==> src/rtl/pulse_period_meter.sv <==
// Measures period and high time of an asynchronous pulse train in clk cycles.
// Results go out through a single-entry valid/ready register with a sticky overrun flag.
module pulse_period_meter #(
  parameter int CNT_W       = 32,
  parameter int TIMEOUT     = 1024,
  parameter int SYNC_STAGES = 2
) (
  input  logic             clk,
  input  logic             rst,
  input  logic             signal_in,
  input  logic             ready,
  output logic [CNT_W-1:0] period,
  output logic [CNT_W-1:0] high_time,
  output logic             valid,
  output logic             overrun,
  output logic             timeout,
  output logic [CNT_W-1:0] edge_count,
  output logic             o_dbg_state
);

  typedef enum logic {
    IDLE    = 1'b0,
    MEASURE = 1'b1
  } state_t;

  state_t r_state;
  state_t w_state_nxt;

  logic [SYNC_STAGES-1:0] r_sync;
  logic                   r_hist;
  logic                   w_sync;
  logic                   w_rise;
  logic                   w_fall;

  logic [CNT_W-1:0] r_cnt;
  logic [CNT_W-1:0] w_cnt_nxt;
  logic [CNT_W-1:0] r_high_cand;
  logic [CNT_W-1:0] w_high_cand_nxt;
  logic             r_hi_flag;
  logic             w_hi_flag_nxt;
  logic             w_res_load;
  logic             w_timeout_nxt;
  logic             w_cnt_at_limit;

  logic             r_res_new;
  logic [CNT_W-1:0] r_res_period;
  logic [CNT_W-1:0] r_res_high;

  logic [CNT_W-1:0] r_period;
  logic [CNT_W-1:0] r_high;
  logic             r_valid;
  logic             r_overrun;
  logic             r_timeout;
  logic [CNT_W-1:0] r_edge_count;
  logic             w_xfer;

  assign w_sync         = r_sync[SYNC_STAGES-1];
  assign w_rise         = w_sync & ~r_hist;
  assign w_fall         = ~w_sync & r_hist;
  assign w_cnt_at_limit = (r_cnt == CNT_W'(TIMEOUT));

  // Handshake: a result is transferred on any cycle where valid && ready are
  // both high at the rising edge; period/high_time are stable while valid is
  // high unless a newer result replaces them (which sets overrun if not taken).
  assign w_xfer = r_valid & ready;

  always_comb begin
    w_state_nxt     = r_state;
    w_cnt_nxt       = r_cnt;
    w_high_cand_nxt = r_high_cand;
    w_hi_flag_nxt   = r_hi_flag;
    w_res_load      = 1'b0;
    w_timeout_nxt   = 1'b0;
    case (r_state)
      IDLE: begin
        if (w_rise) begin
          w_state_nxt   = MEASURE;
          w_cnt_nxt     = CNT_W'(1);
          w_hi_flag_nxt = 1'b0;
        end
      end
      MEASURE: begin
        // A rise on the very cycle the limit is reached still yields a result.
        if (w_rise) begin
          w_res_load    = 1'b1;
          w_cnt_nxt     = CNT_W'(1);
          w_hi_flag_nxt = 1'b0;
        end else if (w_cnt_at_limit) begin
          w_timeout_nxt = 1'b1;
          w_state_nxt   = IDLE;
        end else begin
          w_cnt_nxt = r_cnt + CNT_W'(1);
          if (w_fall && !r_hi_flag) begin
            w_high_cand_nxt = r_cnt;
            w_hi_flag_nxt   = 1'b1;
          end
        end
      end
      default: w_state_nxt = IDLE;
    endcase
  end

  always_ff @(posedge clk) begin
    if (rst) begin
      r_state      <= IDLE;
      r_sync       <= '0;
      r_hist       <= 1'b0;
      r_cnt        <= '0;
      r_high_cand  <= '0;
      r_hi_flag    <= 1'b0;
      r_timeout    <= 1'b0;
      r_edge_count <= '0;
      r_res_new    <= 1'b0;
      r_res_period <= '0;
      r_res_high   <= '0;
    end else begin
      r_state     <= w_state_nxt;
      r_sync      <= {r_sync[SYNC_STAGES-2:0], signal_in};
      r_hist      <= w_sync;
      r_cnt       <= w_cnt_nxt;
      r_high_cand <= w_high_cand_nxt;
      r_hi_flag   <= w_hi_flag_nxt;
      r_timeout   <= w_timeout_nxt;
      r_res_new   <= w_res_load;
      if (w_rise) begin
        r_edge_count <= r_edge_count + CNT_W'(1);
      end
      if (w_res_load) begin
        r_res_period <= r_cnt;
        r_res_high   <= r_hi_flag ? r_high_cand : '0;
      end
    end
  end

  always_ff @(posedge clk) begin
    if (rst) begin
      r_period  <= '0;
      r_high    <= '0;
      r_valid   <= 1'b0;
      r_overrun <= 1'b0;
    end else begin
      r_overrun <= (r_overrun & ~w_xfer) | (r_res_new & r_valid & ~ready);
      if (r_res_new) begin
        r_period <= r_res_period;
        r_high   <= r_res_high;
        r_valid  <= 1'b1;
      end else if (w_xfer) begin
        r_valid <= 1'b0;
      end
    end
  end

  assign period      = r_period;
  assign high_time   = r_high;
  assign valid       = r_valid;
  assign overrun     = r_overrun;
  assign timeout     = r_timeout;
  assign edge_count  = r_edge_count;
  assign o_dbg_state = r_state;

endmodule

==> config.mk <==
export PLATFORM = sky130hd
export DESIGN_NAME = pulse_period_meter
export DESIGN_NICKNAME = d
export VERILOG_FILES = /design/src/rtl/pulse_period_meter.sv
export SDC_FILE = /design/constraint.sdc
export NUM_CORES = 1
export LEC_CHECK = 0
export BUFFER_PORTS_ARGS = -buffer_cell sky130_fd_sc_hd__buf_2
export CAP_MARGIN = 20
export CELL_PAD_IN_SITES_DETAIL_PLACEMENT = 0
export CELL_PAD_IN_SITES_GLOBAL_PLACEMENT = 1
export CORE_MARGIN = 1
export CORE_UTILIZATION = 37
export DETAILED_ROUTE_END_ITERATION = 7
export HOLD_SLACK_MARGIN = 0.1
export PLACE_DENSITY = 0.7
export SETUP_SLACK_MARGIN = 0.4
export SLEW_MARGIN = 20
export SYNTH_ARGS = -nofsm -noshare
export SYNTH_HDL_FRONTEND = slang
export SYNTH_SLANG_ARGS = --single-unit
export TNS_END_PERCENT = 30
==> constraint.sdc <==
create_clock -name clk -period 1.8 [get_ports clk]
set_input_delay 0.09 -clock clk [delete_from_list [all_inputs] [get_ports clk]]
set_output_delay 0.09 -clock clk [all_outputs]
set_load 0.1 [all_outputs]
==> summary.md, run 1 <==
| Metric | Value |
|---|---|
| Clock root cell | `clkbuf_16` |
| CP Data Arrival Time | `~2.4 ns` |
| Critical path launch point | `r_cnt[1]` |
| Synth warn | `0` |
| Syn Area/Cell | `between 9 and 10 sq um` |
| Crit path buffers/inverters | `4` |
| Worst-path cell chain | `inv_2 -> ha_4 -> nor4b_4 -> nand4_4 -> buf_12 -> o21ai_4 -> buf_12 -> buf_12 -> or4_1 -> a21oi_1` |
| Number of I/O pins | `roughly 100` |
| Core area | `around 24000 sq um` |
| Data required time of the critical path | `roughly 2.2 ns` |
| Main synth FF type | `dfxtp_1` |
| Number of synthesized flops with an enable pin | `0` |
| CTS sink count | `between 200 and 250` |
| Via count | `7213` |
| Async SR Flop Fraction | `0%` |
| Mapped Nets | `approximately 940` |
| Via density | `between 4 and 5` |
| Detailed Route Iter0 Violations | `between 400 and 500` |
| Cells after Synth | `just over 900` |
| Die X | `between 150 and 200 microns` |
| Pre-CTS WS | `-0.1716 ns` |
| Initial antenna violation count | `0` |
| Worst-path fanout max | `6` |
| Maximum vdd drop | `approximately 520 uV` |
| Fin crit share | `108.2%` |
| DIE HEIGHT | `roughly 160 microns` |
| Gr usage total | `between 15 and 20%` |
| Pwr dens | `about 820 nW/um^2` |
| Synthesis-to-layout area growth | `40.88%` |
| Max_cap viols | `0` |
| H-tree levels | `1` |
| LEAKAGE | `5.157 nW` |
| Post-synthesis sequential area ratio | `between 50% and 60%` |
| Synth Register Bits | `233` |
| First-pass GRT wire length | `about 35000 microns` |
| Setup WS post-layout | `-0.1483 ns` |
| Cell family with most CP delay | `simple AND/OR/NAND/NOR gates` |
| Skew final | `between 0.01 and 0.015 ns` |
| Drt drc | `0` |
| Vias in the first global route | `6686` |
| Min-Delay Path Class | `primary input to register` |
| Worst slew margin | `between 50% and 60%` |
| Hold_sp | `ready` |
| Largest net degree at the start of global routing | `94` |
| Outcome | `complete, but fails checks` |
| Reg clk slew, reported paths | `about 0.060 ns` |
| DIE AREA | `about 25000 sq um` |
| Crit path kind | `register to register` |
| FMAX | `around 500 MHz` |
| Max clock buf depth | `3` |
| # setup viols final | `50` |
| RSZ-0062 raised after global routing | `true` |
| Tmin final | `just under 2 ns` |
| Most common cell on crit path | `buf_12` |
| PortBufs | `just over 100` |
| Fin util | `between 50 and 60%` |
| Clk_lat worst skew | `0.52 ns` |
| Post-route ant nets | `0` |
| Biggest cell delay along the critical path | `approximately 0.49 ns` |
| Initial Utilization | `between 30% and 40%` |
| Final max-slew violation count | `0` |
| Row cnt | `56` |
| Fin. Hold Viols | `0` |
| R2r startpoint | `r_cnt[1]` |
| Violated checks | `negative setup slack` |
| Critical Path End Type | `register` |
| Grt total ovfl | `0` |
| Detailed placement HPWL | `14020 microns` |
| Worst-Margin Slew | `0.7328 ns` |
| TritonCTS clock tree | `done` |
| Final GP Congestion | `slightly below 0.8` |
| Antenna diodes | `0` |
| Drt total wl | `~22000 microns` |
| CTS Buf Count | `25` |
| Synth cell types | `51` |
| Slowest-stage cell, CP | `or4_1` |
| Setup TNS Final | `-4.200 ns` |
| Nets | `1140` |
| Layout cell share with drive strength beyond 1 | `a little over a third` |
| Wire per inst | `15.09 microns` |
| Startpoint Class | `register` |
| Initial DRT Pass Iterations | `6` |
| Mapped cell area | `8962 sq um` |
## synth_stat cells, drive strengths merged, types with 2 or more instances
master     n  area share [%]
a21oi     57             3.2
a22o      32             3.1
and2       6            0.43
and3      17             1.2
and4       6            0.59
buf       17             1.5
clkbuf    44             2.1
dfxtp    233              52
ha         3            0.42
inv       12            0.50
mux2i     97              11
nand2     96             4.1
nand3     17             1.1
nand4     18             1.6
nor2     142             5.9
nor2b      4            0.28
nor3      12            0.80
nor4      15             1.3
nor4b      2            0.20
o2111ai    3            0.49
o211ai    11            0.92
o21a       8            0.67
o21ai     13            0.77
o31a       2            0.20
o31ai      4            0.34
or3       11            0.77
or4        7            0.63
xnor2     17             1.7
xor2      21             2.1
## kinds of logic after synthesis
family | Yosys count | share of synthesized area, %
compound gates | 132 | 9.843
xor+xnor | 38 | 3.714
fa+ha+maj | 3 | 0.4189
buf+inv | 73 | 4.104
flops | 233 | 52.05
mux | 97 | 10.83
simple gates | 355 | 19.04
## worst register-to-register path, cell delays in order, from the launching register on
cell and delay [ns]:
dfxtp_2 0.35, inv_2 0.05, ha_4 0.14, nor4b_4 0.13, nand4_4 0.12, buf_12 0.12, o21ai_4 0.06, buf_12 0.14
buf_12 0.13, or4_1 0.49, a21oi_1 0.13
## registers in the layout (all words and copies together) (netlist names)
register	cells
valid	1
high_time	32
edge_count	32
r_res_high	32
r_hi_flag	1
overrun	1
r_res_new	1
r_res_period	32
period	32
r_cnt	32
o_dbg_state	1
timeout	1
r_sync	2
r_hist	1
r_high_cand	32
## metrics by stage
stage               std cells  power, mW  hold slack [ns]  instance area, sq um
finish                   1469      10.40           0.3202                 12630
global route             1469      10.77           0.3247                 12630
CTS                      1451      10.49           0.2930                 12080
detailed placement       1385      5.481           0.3060                 10610
global placement         1385      5.480           0.2932                 10610
floorplan                 931      5.409           0.1922                  9301
## placed cells by master, fill, tap and decap left out, types with 6 or more instances in the layout
| master | netlist | final |
|---|---|---|
| a21oi_1 | 57 | 50 |
| a21oi_2 | 0 | 7 |
| a22o_1 | 32 | 32 |
| and3_1 | 14 | 7 |
| and3_4 | 0 | 7 |
| buf_12 | 0 | 11 |
| buf_2 | 5 | 26 |
| buf_4 | 1 | 102 |
| buf_6 | 4 | 31 |
| buf_8 | 3 | 6 |
| clkbuf_16 | 0 | 30 |
| clkbuf_4 | 0 | 52 |
| clkbuf_8 | 2 | 7 |
| dfxtp_1 | 233 | 183 |
| dfxtp_2 | 0 | 14 |
| dfxtp_4 | 0 | 36 |
| inv_1 | 12 | 10 |
| mux2i_1 | 97 | 97 |
| nand2_1 | 93 | 90 |
| nand3_1 | 15 | 8 |
| nand4_1 | 15 | 15 |
| nor2_1 | 142 | 141 |
| nor4_4 | 1 | 12 |
| o211ai_1 | 11 | 11 |
| o21a_1 | 8 | 8 |
| o21ai_1 | 6 | 6 |
| or3_1 | 11 | 11 |
| xnor2_1 | 17 | 16 |
| xor2_1 | 21 | 21 |
## final timing paths
kind              slack [ns]  depth (start not counted)        end
setup / recovery       -0.15                         10  r_cnt[30]
hold reg to reg         0.45                          1  r_sync[1]
setup reg to reg       -0.15                         10  r_cnt[30]
hold / removal          0.32                          3    overrun
## final cells by class
class | instances | area [sq um]
Fill cell | 2158 | 10990
Clock buffer | 38 | 765.7
Tap cell | 319 | 399.1
Sequential cell | 233 | 4817
Multi-Input combinational cell | 625 | 4461
Timing Repair Buffer | 236 | 2103
Inverter | 12 | 47.55
Clock inverter | 6 | 32.53
## report_power, final
| group | leakage, nW | total [mW] | switching [mW] | internal, mW |
|---|---|---|---|---|
| sequential | 1.91 | 5.13 | 0.0120 | 5.11 |
| clock | 0.396 | 4.97 | 2.05 | 2.92 |
| combinational | 2.85 | 0.302 | 0.191 | 0.111 |
## metal layers
metal	track usage [%]	routed length [microns]	vias up
met1	23.98	10560	3418
met3	3.039	929	25
met2	27.92	10410	120
met4	3.976	262	0
li1	-	-	3650
met5	0	0	-
## repair_timing
| action | in CTS | in global routing |
|---|---|---|
| pin swaps | 70 | 120 |
| cloned | 1 | 4 |
| setup endpoints to repair | 183 | 211 |
| resized for setup | 126 | 93 |
| setup buffers | 18 | 14 |
| hold endpoints to repair | 13 | 0 |
| hold buffers | 3 | 0 |
Note: power is estimated with default switching activity, not from simulation.
==> run 2: changes to the inputs <==
- PLACE_DENSITY: 0.7 -> 0.67
- REMOVE_ABC_BUFFERS: default -> 1
- clock period: 1.8 -> 1.85 ns (I/O delays scaled with it)
==> run 2 against run 1 <==
Effect of this change:
- the run still ends with negative setup slack left
- wire length fell by 0.64%
- die area is the same
- global-route usage increased by 0.35 points
- flip-flop and latch count unchanged
- final cell count is 0.34% lower
- critical path depth did not move
- non-clock buffer count down 7
- clock skew grew 0.0059 ns
- critical endpoint is now r_high_cand[1]
- largest power group is now clock
==> summary.md, run 2 (synthesized netlist as in run 1, its figures left out) <==
| Metric | Value |
|---|---|
| Violated checks | `negative setup slack` |
| Layout cell share with drive strength beyond 1 | `between 30% and 40%` |
| Wire per inst | `15.04 microns` |
| Outcome | `complete, but fails checks` |
| Clk_lat worst skew | `around 0.52 ns` |
| Worst-path cell chain | `inv_2 -> ha_4 -> nor4b_4 -> nand4_4 -> o2111ai_4 -> buf_12 -> buf_12 -> buf_16 -> mux2i_1 -> nor2_1` |
| First-pass GRT wire length | `between 30000 and 40000 microns` |
| Nets | `about 1100` |
| CP Data Arrival Time | `approximately 2.4 ns` |
| LEAKAGE | `between 5 and 6 nW` |
| Via count | `7156` |
| Min-Delay Path Class | `primary input to register` |
| TritonCTS clock tree | `done` |
| RSZ-0062 raised after global routing | `true` |
| Most common cell on crit path | `buf_12` |
| Final Instance Area | `between 10000 and 15000 sq um` |
| Fin. Hold Viols | `0` |
| Largest net degree at the start of global routing | `84` |
| DIE HEIGHT | `157.6 microns` |
| Initial DRT Pass Iterations | `4` |
| Slowest-stage cell, CP | `dfxtp_2` |
| Maximum vdd drop | `575.5 uV` |
| Final GP Congestion | `roughly 0.77` |
| Synthesis-to-layout area growth | `37.11%` |
| Crit path buffers/inverters | `4` |
| Number of I/O pins | `between 100 and 150` |
| Die X | `between 150 and 200 microns` |
| Gr usage total | `approximately 18%` |
| Clock root cell | `clkbuf_16` |
| Most frequent cells in the layout | `dfxtp_1 (203), nor2_1 (141), buf_4 (104)` |
| Fillers | `~2200` |
| Flop2flop setup slack | `-0.13 ns` |
| Critical Path End Type | `register` |
| Drt total wl | `22020 microns` |
| Data required time of the critical path | `around 2.2 ns` |
| Worst slew margin | `~44%` |
| Crit path kind | `register to register` |
| H-tree levels | `1` |
| Initial Utilization | `around 38%` |
| Post-route ant nets | `0` |
| Grt total ovfl | `0` |
| Worst-path fanout max | `6` |
| Total placed instance area | `just over 10000 sq um` |
| FMAX | `506.2 MHz` |
| Drt drc | `0` |
| Initial antenna violation count | `0` |
| Most common cell after layout, fill and taps aside | `dfxtp_1` |
| Worst-Margin Slew | `approximately 0.84 ns` |
| Biggest cell delay along the critical path | `about 0.34 ns` |
| Detailed placement HPWL | `~14000 microns` |
| Setup TNS Final | `-2.623 ns` |
| Tmin final | `1.976 ns` |
| CTS sink count | `around 230` |
| Setup WS post-layout | `-0.1256 ns` |
| Final max-slew violation count | `0` |
| Reg clk slew, reported paths | `around 0.060 ns` |
| Pwr dens | `roughly 850 nW/um^2` |
| Antenna diodes | `0` |
| Via density | `around 4.9` |
| Detailed Route Iter0 Violations | `363` |
| PortBufs | `between 100 and 150` |
| Row cnt | `56` |
| Max clock buf depth | `3` |
| Fin crit share | `106.8%` |
| Max_cap viols | `0` |
| Vias in the first global route | `slightly below 7000` |
| Core area | `~24000 sq um` |
| Startpoint Class | `register` |
| # setup viols final | `39` |
| DIE AREA | `24850 sq um` |
| CTS Buf Count | `25` |
| Skew final | `~0.016 ns` |
| Cell family with most CP delay | `buffers and inverters` |
run 2: cell types whose count changed in the layout (fill, tap and decap cells not counted), sizes merged:
| cell | previous run | this run |
|---|---|---|
| clkbuf | 94 | 39 |
| inv | 12 | 13 |
| buf | 177 | 221 |
| clkinvlp | 1 | 0 |
| bufinv | 0 | 3 |
| clkinv | 5 | 8 |
run 2: area by class of cell:
cell class                      instances  area (sq um)  area share [%]
Sequential cell                       233          4712           38.35
Multi-Input combinational cell        625          4428           36.04
Timing Repair Buffer                  229          1852           15.07
Clock buffer                           34         709.4           5.773
Tap cell                              319         399.1           3.248
Clock inverter                         12         142.6           1.161
Inverter                               12         45.04          0.3666
run 2: power by group:
| part | switching [mW] | leakage, nW | internal (mW) |
|---|---|---|---|
| Combinational | 0.184 | 2.81 | 0.0850 |
| Sequential | 0.0115 | 1.89 | 5.02 |
| Clock | 2.00 | 0.427 | 3.11 |
| Total | 2.19 | 5.13 | 8.21 |
run 2: what timing repair did:
action / 4_1_cts / 5_1_grt
pin swaps: 39 / 70
resized for setup: 118 / 84
endpoints found under the hold margin: 13 / 0
cloned: 2 / 0
hold buffers: 3 / 0
setup buffers: 12 / 13
setup endpoints to repair: 180 / 156
run 2: through the flow:
stage               hold slack (ns)  utilization, %  total power [mW]  setup WS (ns)  cells
global route                 0.3201           52.04             10.78        -0.2264   1464
global placement             0.2967           43.89             5.376        -0.1961   1388
floorplan                    0.1616               -             5.236         -1.238    870
finish                       0.3237           52.04             10.41        -0.1256   1464
detailed placement           0.2995           43.89             5.376        -0.1899   1388
CTS                          0.3027           50.30             10.53       -0.07321   1451
run 2: path summary, 6_finish.rpt:
kind,from,end,depth (start not counted)
setup / recovery,r_cnt[1],r_high_cand[1],10
hold / removal,ready,overrun,3
hold reg to reg,r_sync[0],r_sync[1],1
setup reg to reg,r_cnt[1],r_high_cand[1],10
run 2: per-layer routing:
layer	GRT usage, %	part of all wire [%]	up-vias
met5	0	0	-
li1	-	-	3628
met2	28.11	45	133
met4	4.392	1.4	0
met1	24.78	50	3371
met3	2.847	4.0	24
run 2: worst min-delay path, cell delays in order:
cell and delay (ns):
dlygate4sd3_1 0.52, buf_2 0.11, a211oi_1 0.06
==> run 3: changes to the inputs <==
- CTS_CLUSTER_DIAMETER: default -> 80
- RECOVER_POWER: default -> 50
==> run 3 against run 2 <==
Effect of this change:
- the run still ends with negative setup slack left
- power hardly changed
- clock power is essentially flat
- maximum frequency down 0.19%
- largest power group unchanged
==> summary.md, run 3 (synthesized netlist as in run 1, its figures left out) <==
| Metric | Value |
|---|---|
| Gr usage total | `17.67%` |
| Wire per inst | `around 15 microns` |
| Hold slack final | `roughly 0.32 ns` |
| Reg clk slew, reported paths | `around 0.060 ns` |
| Initial DRT Pass Iterations | `4` |
| Initial Utilization | `a little under two fifths` |
| Slowest-stage cell, CP | `dfxtp_2` |
| Skew final | `between 0.015 and 0.02 ns` |
| Fillers | `between 2000 and 2500` |
| Setup WS post-layout | `-0.1293 ns` |
| First-pass GRT wire length | `35620 microns` |
| DIE AREA | `24850 sq um` |
| Grt total ovfl | `0` |
| Row cnt | `56` |
| Detailed Route Iter0 Violations | `377` |
| Maximum vdd drop | `between 500 and 600 uV` |
| Worst slew margin | `between 40% and 50%` |
| Drt total wl | `around 22000 microns` |
| Biggest cell delay along the critical path | `0.34 ns` |
| Max_cap viols | `0` |
| PortBufs | `between 100 and 150` |
| Setup TNS Final | `-2.735 ns` |
| Tmin final | `1.979 ns` |
| Via density | `about 5` |
| DIE HEIGHT | `157.6 microns` |
| Worst-path fanout max | `6` |
| Drt drc | `0` |
| Most common cell on crit path | `buf_12` |
| Pwr dens | `~850 nW/um^2` |
| Final GP Congestion | `slightly below 0.8` |
| Antenna diodes | `0` |
| # setup viols final | `39` |
| Final Instance Area | `roughly 12000 sq um` |
| Startpoint Class | `register` |
| Most frequent cells in the layout | `dfxtp_1 (204), nor2_1 (141), buf_4 (103)` |
| H-tree levels | `1` |
| Final max-slew violation count | `0` |
| Die X | `157.6 microns` |
| Synthesis-to-layout area growth | `36.84%` |
| Crit path kind | `register to register` |
| Max clock buf depth | `3` |
| Worst-Margin Slew | `approximately 0.83 ns` |
| Via count | `roughly 7000` |
| Fin crit share | `107.0%` |
| Clk_lat worst skew | `0.51 ns` |
| CTS sink count | `233` |
| Data required time of the critical path | `roughly 2.2 ns` |
| CP Data Arrival Time | `~2.4 ns` |
| CTS Buf Count | `25` |
| RSZ-0062 raised after global routing | `true` |
| Core area | `between 20000 and 25000 sq um` |
| Clock root cell | `clkbuf_16` |
| Worst-path cell chain | `inv_2 -> ha_4 -> nor4b_4 -> nand4_4 -> o2111ai_4 -> buf_12 -> buf_12 -> buf_16 -> mux2i_1 -> nor2_1` |
| TritonCTS clock tree | `done` |
| Critical Path End Type | `register` |
| Post-route ant nets | `0` |
| Most common cell after layout, fill and taps aside | `dfxtp_1` |
| Violated checks | `negative setup slack` |
| Multi-input gate area | `4425 sq um` |
| Nets | `around 1100` |
| Number of I/O pins | `approximately 100` |
| LEAKAGE | `roughly 5.1 nW` |
| Register area | `4708 sq um` |
| Layout cell share with drive strength beyond 1 | `roughly a third` |
| FMAX | `~510 MHz` |
| Vias in the first global route | `slightly below 7000` |
| Detailed placement HPWL | `13970 microns` |
| Total placed instance area | `slightly above 10000 sq um` |
| Outcome | `complete, but fails checks` |
| Min-Delay Path Class | `primary input to register` |
| Fin. Hold Viols | `0` |
| Largest net degree at the start of global routing | `84` |
| Initial antenna violation count | `0` |
## run 3: cell types whose count changed in the layout (fill, tap and decap cells not counted), sizes merged
cell / previous run / this run
clkbuf: 39 / 41
buf: 221 / 219
## run 3: stage by stage
| stage | util (%) | worst slack, ns | total power [mW] | cells |
|---|---|---|---|---|
| detailed placement | 43.89 | -0.1899 | 5.376 | 1388 |
| floorplan | - | -1.238 | 5.236 | 870 |
| CTS | 50.30 | -0.07321 | 10.53 | 1451 |
| global route | 51.94 | -0.2264 | 10.78 | 1464 |
| finish | 51.94 | -0.1293 | 10.40 | 1464 |
| global placement | 43.89 | -0.1961 | 5.376 | 1388 |
## run 3: repair_timing
| item | 4_1_cts | 5_1_grt |
|---|---|---|
| endpoints found under the hold margin | 13 | 0 |
| hold buffers | 3 | 0 |
| pin swaps | 39 | 70 |
| gates resized for setup | 118 | 84 |
| buffers inserted | 12 | 13 |
| cloned | 2 | 0 |
| endpoints found under the setup margin | 180 | 156 |
## run 3: final cells by class
| type | count | area share, % |
|---|---|---|
| multi-input combinational | 625 | 36.08 |
| clock inverter | 12 | 1.163 |
| sequential | 233 | 38.39 |
| timing repair buffer | 229 | 14.96 |
| clock buffer | 34 | 5.785 |
| inverter | 12 | 0.3673 |
| tap | 319 | 3.254 |
## run 3: worst paths after layout
kind | cells after the start | endpoint | startpoint | slack [ns]
worst max-delay path | 10 | r_high_cand[1] | r_cnt[1] | -0.13
worst min-delay path | 3 | overrun | ready | 0.32
worst max register to register | 10 | r_high_cand[1] | r_cnt[1] | -0.13
worst min register to register | 1 | r_sync[1] | r_sync[0] | 0.44
## run 3: critical path, delay by kind of cell, from the launching register on
| kind | cells | cell delay [ns] |
|---|---|---|
| multiplexers | 1 | 0.18 |
| AND/OR/NAND/NOR | 3 | 0.47 |
| flip-flops | 1 | 0.34 |
| AO/OA/AOI/OAI | 1 | 0.29 |
| adder cells (fa/ha/maj) | 1 | 0.12 |
| buffers and inverters | 4 | 0.45 |
## run 3: power by group
| group | total, mW | switching (mW) | internal [mW] |
|---|---|---|---|
| registers | 5.03 | 0.0114 | 5.02 |
| logic | 0.268 | 0.184 | 0.0846 |
| clock network | 5.09 | 1.99 | 3.11 |
| total | 10.4 | 2.18 | 8.21 |
## run 3: metal layers
| layer | GRT usage (%) | up-vias | wire length (microns) |
|---|---|---|---|
| li1 | - | 3628 | - |
| met1 | 24.78 | 3381 | 10920 |
| met2 | 28.11 | 135 | 9915 |
| met3 | 2.847 | 24 | 857 |
| met4 | 4.392 | 0 | 299 |
| met5 | 0 | - | 0 |
